### src/rtl/vx_tex_agent_pkg.sv
// vx_tex_agent_pkg
//   Shared texture-agent definitions: the per-core configuration, the derived
//   widths (warp id, pending-table index, bus tag), the pending-entry record,
//   and the helpers that build and split a texture-bus tag.
//   Tag layout: {uuid, idx}, with the uuid in the high bits and the
//   pending-table index in the low IDX_W bits.
package vx_tex_agent_pkg;

  localparam int NUM_LANES    = 4;
  localparam int NUM_WARPS    = 4;
  localparam int PENDING_SIZE = 8;   // must be a power of two
  localparam int UUID_WIDTH   = 44;
  localparam int STAGE_BITS   = 1;

  localparam int WID_W     = (NUM_WARPS > 1) ? $clog2(NUM_WARPS) : 1;
  localparam int IDX_W     = $clog2(PENDING_SIZE);
  localparam int CNT_W     = IDX_W + 1;
  localparam int TAG_WIDTH = UUID_WIDTH + IDX_W;

  // Writeback context held while a request is out at the texture unit.
  typedef struct packed {
    logic [WID_W-1:0]     wid;
    logic [NUM_LANES-1:0] mask;
    logic [31:0]          pc;
    logic [4:0]           rd;
  } pending_entry_t;

  function automatic logic [TAG_WIDTH-1:0] make_tag(input logic [UUID_WIDTH-1:0] uuid,
                                                    input logic [IDX_W-1:0]      idx);
    return {uuid, idx};
  endfunction

  function automatic logic [IDX_W-1:0] tag_idx(input logic [TAG_WIDTH-1:0] tag);
    return tag[IDX_W-1:0];
  endfunction

  function automatic logic [UUID_WIDTH-1:0] tag_uuid(input logic [TAG_WIDTH-1:0] tag);
    return tag[TAG_WIDTH-1 -: UUID_WIDTH];
  endfunction

endpackage

### src/rtl/vx_tex_agent_pending_table.sv
// tex_pending_table
//   Tracks outstanding texture requests. Holds an allocated bitmap, a
//   lowest-free-index priority encoder, per-index writeback context, the
//   number of allocated entries and a full flag.
// Ports:
//   clk, reset           clock, asynchronous active-high reset
//   alloc_en             allocate alloc_idx and store alloc_entry this cycle
//   alloc_entry          context written on allocation
//   alloc_idx            lowest index free at the start of the cycle
//   full                 every index allocated
//   release_en           free release_idx this cycle
//   release_idx          index being returned
//   release_entry        context stored at release_idx (combinational read)
//   count                number of allocated entries
module tex_pending_table
  import vx_tex_agent_pkg::*;
(
  input  logic             clk,
  input  logic             reset,
  input  logic             alloc_en,
  input  pending_entry_t   alloc_entry,
  output logic [IDX_W-1:0] alloc_idx,
  output logic             full,
  input  logic             release_en,
  input  logic [IDX_W-1:0] release_idx,
  output pending_entry_t   release_entry,
  output logic [CNT_W-1:0] count
);

  logic [PENDING_SIZE-1:0] alloc_bitmap_reg;
  logic [PENDING_SIZE-1:0] alloc_bitmap_next;
  logic [PENDING_SIZE-1:0] alloc_onehot;
  logic [PENDING_SIZE-1:0] release_onehot;
  logic [CNT_W-1:0]        count_reg;
  logic [CNT_W-1:0]        count_next;

  pending_entry_t entries [PENDING_SIZE];

  // Lowest free index, scanning from the top so the lowest hit wins.
  // Only the registered bitmap is consulted, so an index released this
  // cycle cannot be handed out again until the next one.
  always_comb begin
    alloc_idx = '0;
    for (int i = PENDING_SIZE - 1; i >= 0; i--) begin
      if (!alloc_bitmap_reg[i]) alloc_idx = IDX_W'(i);
    end
  end

  for (genvar gi = 0; gi < PENDING_SIZE; gi++) begin : g_onehot
    assign alloc_onehot[gi]   = alloc_en   && (alloc_idx   == IDX_W'(gi));
    assign release_onehot[gi] = release_en && (release_idx == IDX_W'(gi));
  end

  assign full              = &alloc_bitmap_reg;
  assign alloc_bitmap_next = (alloc_bitmap_reg | alloc_onehot) & ~release_onehot;
  assign count_next        = count_reg + CNT_W'(alloc_en) - CNT_W'(release_en);

  always_ff @(posedge clk or posedge reset) begin
    if (reset) begin
      alloc_bitmap_reg <= '0;
      count_reg        <= '0;
    end else begin
      alloc_bitmap_reg <= alloc_bitmap_next;
      count_reg        <= count_next;
    end
  end

  // Context storage is not reset; only the bitmap says what is live.
  always_ff @(posedge clk) begin
    if (alloc_en) entries[alloc_idx] <= alloc_entry;
  end

  assign release_entry = entries[release_idx];
  assign count         = count_reg;

  // A response naming an index that is not allocated is a protocol error
  // (double free or corrupted tag).
  always @(posedge clk) begin
    if (!reset && release_en) begin
      assert (alloc_bitmap_reg[release_idx])
        else $error("tex_pending_table: release of unallocated idx %0d", release_idx);
    end
  end

endmodule

### src/rtl/vx_tex_agent.sv
// vx_tex_agent
//   Core-side texture-bus initiator. Execute-stage sample requests allocate a
//   pending-table slot and are forwarded to the texture unit tagged with
//   {uuid, idx}; responses, in any order, look their context up by idx and
//   leave as commit packets.
// Ports:
//   clk, reset                       clock, asynchronous active-high reset
//   exe_req_*                        request from execute (valid/ready, context, payload)
//   tex_req_*                        request to texture unit (valid/ready, payload, tag)
//   tex_rsp_*                        response from texture unit (valid/ready, texels, tag)
//   commit_*                         writeback packet (valid/ready, context, data)
//   pending_count                    number of allocated pending entries
module vx_tex_agent
  import vx_tex_agent_pkg::*;
(
  input  logic                        clk,
  input  logic                        reset,

  input  logic                        exe_req_valid,
  output logic                        exe_req_ready,
  input  logic [UUID_WIDTH-1:0]       exe_req_uuid,
  input  logic [WID_W-1:0]            exe_req_wid,
  input  logic [31:0]                 exe_req_pc,
  input  logic [4:0]                  exe_req_rd,
  input  logic [NUM_LANES-1:0]        exe_req_mask,
  input  logic [STAGE_BITS-1:0]       exe_req_stage,
  input  logic [2*NUM_LANES*32-1:0]   exe_req_coords,
  input  logic [NUM_LANES*32-1:0]     exe_req_lod,

  output logic                        tex_req_valid,
  input  logic                        tex_req_ready,
  output logic [NUM_LANES-1:0]        tex_req_mask,
  output logic [STAGE_BITS-1:0]       tex_req_stage,
  output logic [2*NUM_LANES*32-1:0]   tex_req_coords,
  output logic [NUM_LANES*32-1:0]     tex_req_lod,
  output logic [TAG_WIDTH-1:0]        tex_req_tag,

  input  logic                        tex_rsp_valid,
  output logic                        tex_rsp_ready,
  input  logic [NUM_LANES*32-1:0]     tex_rsp_texels,
  input  logic [TAG_WIDTH-1:0]        tex_rsp_tag,

  output logic                        commit_valid,
  input  logic                        commit_ready,
  output logic [UUID_WIDTH-1:0]       commit_uuid,
  output logic [WID_W-1:0]            commit_wid,
  output logic [NUM_LANES-1:0]        commit_mask,
  output logic [31:0]                 commit_pc,
  output logic [4:0]                  commit_rd,
  output logic [NUM_LANES*32-1:0]     commit_data,

  output logic [CNT_W-1:0]            pending_count
);

  logic             table_full;
  logic [IDX_W-1:0] alloc_idx;
  logic [IDX_W-1:0] rsp_idx;
  logic             exe_fire;
  logic             rsp_fire;
  pending_entry_t   alloc_entry;
  pending_entry_t   release_entry;

  // Request pipe register
  logic                      tex_req_valid_reg;
  logic [NUM_LANES-1:0]      tex_req_mask_reg;
  logic [STAGE_BITS-1:0]     tex_req_stage_reg;
  logic [2*NUM_LANES*32-1:0] tex_req_coords_reg;
  logic [NUM_LANES*32-1:0]   tex_req_lod_reg;
  logic [TAG_WIDTH-1:0]      tex_req_tag_reg;

  // Commit pipe register
  logic                      commit_valid_reg;
  logic [UUID_WIDTH-1:0]     commit_uuid_reg;
  pending_entry_t            commit_entry_reg;
  logic [NUM_LANES*32-1:0]   commit_data_reg;

  // Accept only when a slot is free and the request register is empty or
  // draining this cycle, so the register never overwrites unsent data.
  assign exe_req_ready = !table_full && (!tex_req_valid_reg || tex_req_ready);
  assign exe_fire      = exe_req_valid && exe_req_ready;

  assign tex_rsp_ready = !commit_valid_reg || commit_ready;
  assign rsp_fire      = tex_rsp_valid && tex_rsp_ready;
  assign rsp_idx       = tag_idx(tex_rsp_tag);

  assign alloc_entry = '{wid: exe_req_wid, mask: exe_req_mask, pc: exe_req_pc, rd: exe_req_rd};

  tex_pending_table u_table (
    .clk           (clk),
    .reset         (reset),
    .alloc_en      (exe_fire),
    .alloc_entry   (alloc_entry),
    .alloc_idx     (alloc_idx),
    .full          (table_full),
    .release_en    (rsp_fire),
    .release_idx   (rsp_idx),
    .release_entry (release_entry),
    .count         (pending_count)
  );

  always_ff @(posedge clk or posedge reset) begin
    if (reset) begin
      tex_req_valid_reg <= 1'b0;
    end else if (exe_fire) begin
      tex_req_valid_reg <= 1'b1;
    end else if (tex_req_ready) begin
      tex_req_valid_reg <= 1'b0;
    end
  end

  always_ff @(posedge clk) begin
    if (exe_fire) begin
      tex_req_mask_reg   <= exe_req_mask;
      tex_req_stage_reg  <= exe_req_stage;
      tex_req_coords_reg <= exe_req_coords;
      tex_req_lod_reg    <= exe_req_lod;
      tex_req_tag_reg    <= make_tag(exe_req_uuid, alloc_idx);
    end
  end

  always_ff @(posedge clk or posedge reset) begin
    if (reset) begin
      commit_valid_reg <= 1'b0;
    end else if (rsp_fire) begin
      commit_valid_reg <= 1'b1;
    end else if (commit_ready) begin
      commit_valid_reg <= 1'b0;
    end
  end

  // The uuid travels with the tag, so it is taken from the response rather
  // than stored in the table.
  always_ff @(posedge clk) begin
    if (rsp_fire) begin
      commit_uuid_reg  <= tag_uuid(tex_rsp_tag);
      commit_entry_reg <= release_entry;
      commit_data_reg  <= tex_rsp_texels;
    end
  end

  assign tex_req_valid  = tex_req_valid_reg;
  assign tex_req_mask   = tex_req_mask_reg;
  assign tex_req_stage  = tex_req_stage_reg;
  assign tex_req_coords = tex_req_coords_reg;
  assign tex_req_lod    = tex_req_lod_reg;
  assign tex_req_tag    = tex_req_tag_reg;

  assign commit_valid = commit_valid_reg;
  assign commit_uuid  = commit_uuid_reg;
  assign commit_wid   = commit_entry_reg.wid;
  assign commit_mask  = commit_entry_reg.mask;
  assign commit_pc    = commit_entry_reg.pc;
  assign commit_rd    = commit_entry_reg.rd;
  assign commit_data  = commit_data_reg;

endmodule

### config.mk
export PLATFORM = sky130hd
export DESIGN_NAME = vx_tex_agent
export DESIGN_NICKNAME = d
export VERILOG_FILES = /design/src/rtl/vx_tex_agent_pkg.sv /design/src/rtl/vx_tex_agent_pending_table.sv /design/src/rtl/vx_tex_agent.sv
export SDC_FILE = /design/constraint.sdc
export NUM_CORES = 1
export LEC_CHECK = 0
export CORE_AREA = 2 2 510 512
export CTS_BUF_LIST = sky130_fd_sc_hd__clkbuf_4
export CTS_CLUSTER_SIZE = 14
export DETAILED_ROUTE_END_ITERATION = 12
export DIE_AREA = 0 0 512 514
export GPL_TIMING_DRIVEN = 0
export PLACE_DENSITY = 0.42
export SYNTH_ARGS = -nofsm -noshare
export SYNTH_HDL_FRONTEND = slang
export SYNTH_SLANG_ARGS = --single-unit
### constraint.sdc
create_clock -name clk -period 29.3 [get_ports clk]
set_input_delay 4.395 -clock clk [delete_from_list [all_inputs] [get_ports clk]]
set_output_delay 4.395 -clock clk [all_outputs]
set_load 0.02 [all_outputs]
# After elaboration in Yosys (flattened, before gate mapping)
# Memory sizes are Yosys's and may differ from the RTL's. A register that Yosys moved wholly into a read port is not among the register bits.
# Cells that the tools add are included.
dict set report op_classes {
  add_sub_neg 2
  bitwise_logic 3
  eq_ne 14
  mux 14
  n_reduce_logical 29
}
# operator count
set ops {}
lappend ops {{$eq A3 B3 Y1 const B} 8}
lappend ops {{$mux W3} 8}
lappend ops {{$logic_and A1 B1 Y1} 19}
lappend ops {{$eq A3 B2 Y1 const B} 4}
lappend ops {{$and A8 B8 Y8} 1}
lappend ops {{$not A8 Y8} 1}
lappend ops {{$or A8 B8 Y8} 1}
lappend ops {{$reduce_and A8 Y1} 1}
lappend ops {{$eq A3 B1 Y1 const B} 2}
lappend ops {{$logic_not A3 Y1} 2}
lappend ops {{$mux W1} 6}
lappend ops {{$add A4 B1 Y4} 1}
lappend ops {{$reduce_bool A2 Y1} 2}
lappend ops {{$sub A4 B1 Y4} 1}
lappend ops {{$logic_not A1 Y1} 3}
lappend ops {{$logic_or A1 B1 Y1} 2}
dict set report word_totals {
  word_cells 74
  ff_bits 622
  in_bits 653
  n_memories 1
  mem_bits_rw 344
  output_inout_bits 659
}
# name words width rd rd_clocked_by_memory_dff wr line_no
set memory_table {}
lappend memory_table {u_table.entries 8 43 1 1 1 vx_tex_agent_pending_table.sv:37} ;# pending_entry_t entries [PENDING_SIZE];

# Depth between registers and ports, before layout
dict set report depth {
  word_depth 12
  depth_mapped 9
  depth_no_buf 8
}

# Modules after synthesis
# Synthesis repeated with hierarchy kept, for this count alone.
dict set report hier_totals {
  cells_unflattened 1245
  hier_area_um2 33318.2
}
# mod cells_per_inst n_inst seq_area_each_um2 area_each_um2
set by_module_without_submodules {}
lappend by_module_without_submodules {vx_tex_agent 662 1 19598.8 19665.1}
lappend by_module_without_submodules {tex_pending_table 583 1 10630.2 13653.1}

# Worst setup path after synthesis
# No wires, ideal clock.
dict set report synth_path {
  kind {input port to flip-flop}
  from {in tex_req_ready}
  to {reg u_table.count_reg[2], in the netlist u_table.count[2]}
  setup_slack_ns 3.949
  path_buffers 0
  setup_time_ns 0.123
  cell_stages 7
  t_arrival_ns 25.228
  required_time_ns 29.177
  path_cell_list {nand2b_1 > nand2_1 > nor2_1 > ha_1 > inv_1 > fa_1 > xnor2_1}
}
dict set report synth_via {
  elab_chain_cells 5
}
# item line_no
set synth_rtl {}
lappend synth_rtl {{start, declared} vx_tex_agent.sv:31} ;# input logic tex_req_ready,
lappend synth_rtl {{$logic_or A1 B1 Y1} vx_tex_agent.sv:79} ;# assign exe_req_ready = !table_full && (!tex_req_valid_reg || tex_req_ready);
lappend synth_rtl {{$logic_and A1 B1 Y1} vx_tex_agent.sv:79}
lappend synth_rtl {{$logic_and A1 B1 Y1} vx_tex_agent.sv:80} ;# assign exe_fire = exe_req_valid && exe_req_ready;
lappend synth_rtl {{via exe_fire} vx_tex_agent.sv:58} ;# logic exe_fire;
lappend synth_rtl {{$add A4 B1 Y4} vx_tex_agent_pending_table.sv:56} ;# assign count_next = count_reg + CNT_W'(alloc_en) - CNT_W'(release_en);
lappend synth_rtl {{$sub A4 B1 Y4} vx_tex_agent_pending_table.sv:56}
lappend synth_rtl {{via u_table.count_next[2]} vx_tex_agent_pending_table.sv:35} ;# logic [CNT_W-1:0] count_next;
lappend synth_rtl {{end signal, assigned} vx_tex_agent_pending_table.sv:64} ;# count_reg <= count_next;
lappend synth_rtl {{end, declared} vx_tex_agent_pending_table.sv:34} ;# logic [CNT_W-1:0] count_reg;
# The timed path passes the listed nets, and every way through them passes these cells.
# A chain may end at the register's enable or synchronous reset.

# Final worst setup path
dict set report layout_path {
  from {in tex_req_ready}
  to {out exe_req_ready}
}
dict set report layout_via {
  elab_chain_cells 2
}
# item line_no
set layout_rtl {}
lappend layout_rtl {{$logic_or A1 B1 Y1} vx_tex_agent.sv:79}
lappend layout_rtl {{$logic_and A1 B1 Y1} vx_tex_agent.sv:79}
lappend layout_rtl {{end, declared} vx_tex_agent.sv:20} ;# output logic exe_req_ready,
# No other way between the ends.

==> impl_metrics.sql <==
INSERT INTO impl_metrics (metric_group, metric, value, unit) VALUES
('grt', 'grt_util_all_layers', '0.178', ''),
('critical_path', 'worst_r2r_endpoint', 'tex_req_coords[23]', ''),
('outcome', 'status', 'finished clean', ''),
('floorplan', 'fp.dieH', '514', 'um'),
('drt', 'drt_first_pass_iters', '4', ''),
('sta', 'hold_viol', '0', ''),
('sta', 'rsz0062_at_grt', 'no', ''),
('sta', 'fin_worst_skew', '0.168', 'ns'),
('yosys', 'syn_inst', '1241', ''),
('layout', 'largest_reg_flops', '344', ''),
('critical_path', 'crit_start', 'tex_req_ready', ''),
('power', 'switching_share', '0.289', ''),
('clocking', 'buffer_cell_driving_the_clock_tree_root', 'clkbuf_4', ''),
('layout', 'finalCoreUtilization', '0.216', ''),
('grt', 'grt_pass1_vias', '22306', ''),
('power', 'seq_power_share', '0.461', ''),
('floorplan', 'initial_utilization', '0.129', ''),
('yosys', 'asyncSetResetFlopFracSynth', '0.0139', ''),
('power', 'cellPowerDensity', '68.8', 'nW/um^2'),
('clocking', 'cts_resized', '0', ''),
('grt', 'overflow', '0', ''),
('placement', 'gp_congestion', '0.858', ''),
('floorplan', 'floorplan.core_area', '258000', 'sq um'),
('hold_path', 'whs_endpoint', 'tex_req_valid', ''),
('clocking', 'hold_buffers', '0', ''),
('yosys', 'synth_largest_type_area_fraction', '0.897', ''),
('floorplan', 'floorplan.die_area', '263000', 'sq um'),
('yosys', 'syn-cell-area', '33300', 'sq um'),
('clocking', 'cts.reportedPaths.clkPinSlew', '0.06', 'ns'),
('placement', 'place.port_buffers', '1308', ''),
('sta', 'clock.fmax', '0.0969', 'GHz'),
('drt', 'routed-via-count', '22206', ''),
('critical_path', 'worstSetupStartpointType', 'input pin', ''),
('floorplan', 'die_extent_in_x', '512', 'um'),
('yosys', 'synth_top_cells_by_count', '995 x edfxtp_1, 86 x mux4_2, 43 x mux2_2, 14 x dfrtp_1, 12 x inv_1', ''),
('drt', 'postRouteWirelength', '243', 'mm'),
('clocking', 'ctsLongestPathBuffers', '4', ''),
('clocking', 'cts_num_sinks', '1009', ''),
('yosys', 'ys_seq_elements', '1009', ''),
('floorplan', 'rows', '187', ''),
('power', 'static-leakage-power', '18.4', 'nW'),
('clocking', 'cts.repair_timing.setup_buffer_count', '0', ''),
('critical_path', 'ff2ff_path_depth', '9', ''),
('power', 'power.net_switching', '1.11', 'mW'),
('yosys', 'ys_warn_count', '0', ''),
('yosys', 'yosys-top-cells-area', 'edfxtp_1 90%, mux4_2 5.8%, mux2_2 1.5%', ''),
('power', 'vdd_drop_max', '0.0292', 'mV'),
('critical_path', 'worst-r2r-setup-slack', '26.03', 'ns'),
('power', 'p_comb_frac', '0.158', ''),
('critical_path', 'timing.critical_path.slowest_cell_delay', '0.68', 'ns'),
('drt', 'drtAntennaViolNets', '0', ''),
('layout', 'finalNetCount', '3583', ''),
('power', 'power.clock.fraction', '0.381', ''),
('drt', 'drc', '0', ''),
('grt', 'pin_count_of_the_biggest_net_entering_global_routing', '50', ''),
('power', 'report.power.total', '3.83', 'mW'),
('yosys', 'mean_area_per_synthesized_cell', '26.8', 'sq um'),
('critical_path', 'crit_arrival', '5.93', 'ns'),
('sta', 'report.final.setup_viol', '0', ''),
('drt', 'drt-initial-drc-count', '1805', ''),
('clocking', 'cts_max_level', '5', ''),
('critical_path', 'worst_path_most_repeated_cell', 'clkdlybuf4s50_1', ''),
('placement', 'place.detailed.hpwl', '204', 'mm'),
('sta', 'final_min_period_over_clock_period', '0.352', ''),
('critical_path', 'criticalPathCategory', 'in2out', ''),
('yosys', 'synth_ff_type', 'edfxtp_1', ''),
('yosys', 'postSynthNetCount', '1899', ''),
('power', 'cell_internal_pwr', '2.72', 'mW'),
('drt', 'avgViaCountPerCell', '3.37', ''),
('layout', 'area_growth', '67.2', '%'),
('sta', 'timing.max_slew.rel_slack', '0.0809', '');
==> power groups by stage <==
stage / Sequential, mW / Combinational (mW) / Clock, mW
3_3_place_gp: 1.89 / 0.589 / 0
6_report: 1.76 / 0.606 / 1.46
2_1_floorplan: 1.93 / 0.102 / 0
4_1_cts: 1.76 / 0.628 / 1.53
3_5_place_dp: 1.79 / 0.625 / 0
5_1_grt: 1.77 / 0.633 / 1.60
==> worst max-delay path, delay by kind of cell <==
family                 cells  cell delay (ns)
AND/OR/NAND/NOR            2             0.42
buffers and inverters      2             1.11
==> metrics by stage <==
stage / std cells / area (sq um) / setup slack (ns) / TNS (ns) / hold slack (ns)
2_1_floorplan: 1241 / 33300 / 3.95 / 0 / 0.507
3_3_place_gp: 5951 / 50600 / -11.23 / -3989.33 / 0.536
3_5_place_dp: 6000 / 51600 / 18.91 / 0 / 0.534
4_1_cts: 6541 / 55500 / 18.90 / 0 / 0.577
5_1_grt: 6558 / 55600 / 18.88 / 0 / 0.600
6_report: 6594 / 55700 / 18.98 / 0 / 0.563
==> placed cells by master, fill, tap and decap left out, types with 4 or more instances in the layout <==
master and instances:
bufinv_16 6, nor2_1 6, clkinvlp_4 5, edfxtp_1 995
clkinv_1 65, diode_2 53, mux2_2 43, buf_8 4
buf_12 23, dfrtp_1 14, inv_2 4, clkdlybuf4s50_1 1308
clkbuf_4 438, inv_6 4, buf_16 10, clkbuf_1 10
ha_1 4, mux4_2 86, a21oi_1 5, clkinv_2 14
clkinv_4 6, buf_6 20, a31oi_1 7, nor2_4 4
nand2_1 10, inv_1 12
==> final cells by class <==
type	count	area, sq um
Timing Repair Buffer	1357	14000
Antenna cell	53	133
Inverter	12	45.0
Fill cell	27149	202000
Clock inverter	104	634
Tap cell	3402	4260
Multi-Input combinational cell	194	2900
Clock buffer	437	3280
Buffer	26	180
Sequential cell	1009	30200
==> kinds of logic (layout without fill, tap and decap cells) <==
| group | Yosys count | after routing | synth area share |
|---|---|---|---|
| compound gates | 20 | 20 | 0.00421 |
| xor+xnor | 3 | 3 | 0.000789 |
| mux | 129 | 129 | 0.0727 |
| other cells | 0 | 53 | 0 |
| fa+ha+maj | 5 | 5 | 0.00210 |
| simple gates | 37 | 37 | 0.00560 |
| buf+inv | 38 | 1936 | 0.00665 |
| flops | 1009 | 1009 | 0.908 |
==> per-layer routing <==
layer / up-vias / track usage / wire length, um
met5: - / 0 / 1140
met4: 174 / 0.0394 / 6300
met3: 627 / 0.122 / 36800
met2: 1503 / 0.293 / 114000
met1: 11082 / 0.186 / 84500
li1: 8820 / - / -
==> how the worst max path moves through the flow <==
| stage | end | slack, ns | depth (start not counted) |
|---|---|---|---|
| after global placement | u_table.count[2] | -11.23 | 8 |
| final | exe_req_ready | 18.98 | 4 |
| after detailed placement | tex_rsp_ready | 18.91 | 3 |
| after global routing | exe_req_ready | 18.88 | 4 |
| after CTS | tex_rsp_ready | 18.90 | 3 |
| after floorplan | u_table.count[2] | 3.95 | 7 |
Note: power is estimated with default switching activity, not from simulation.
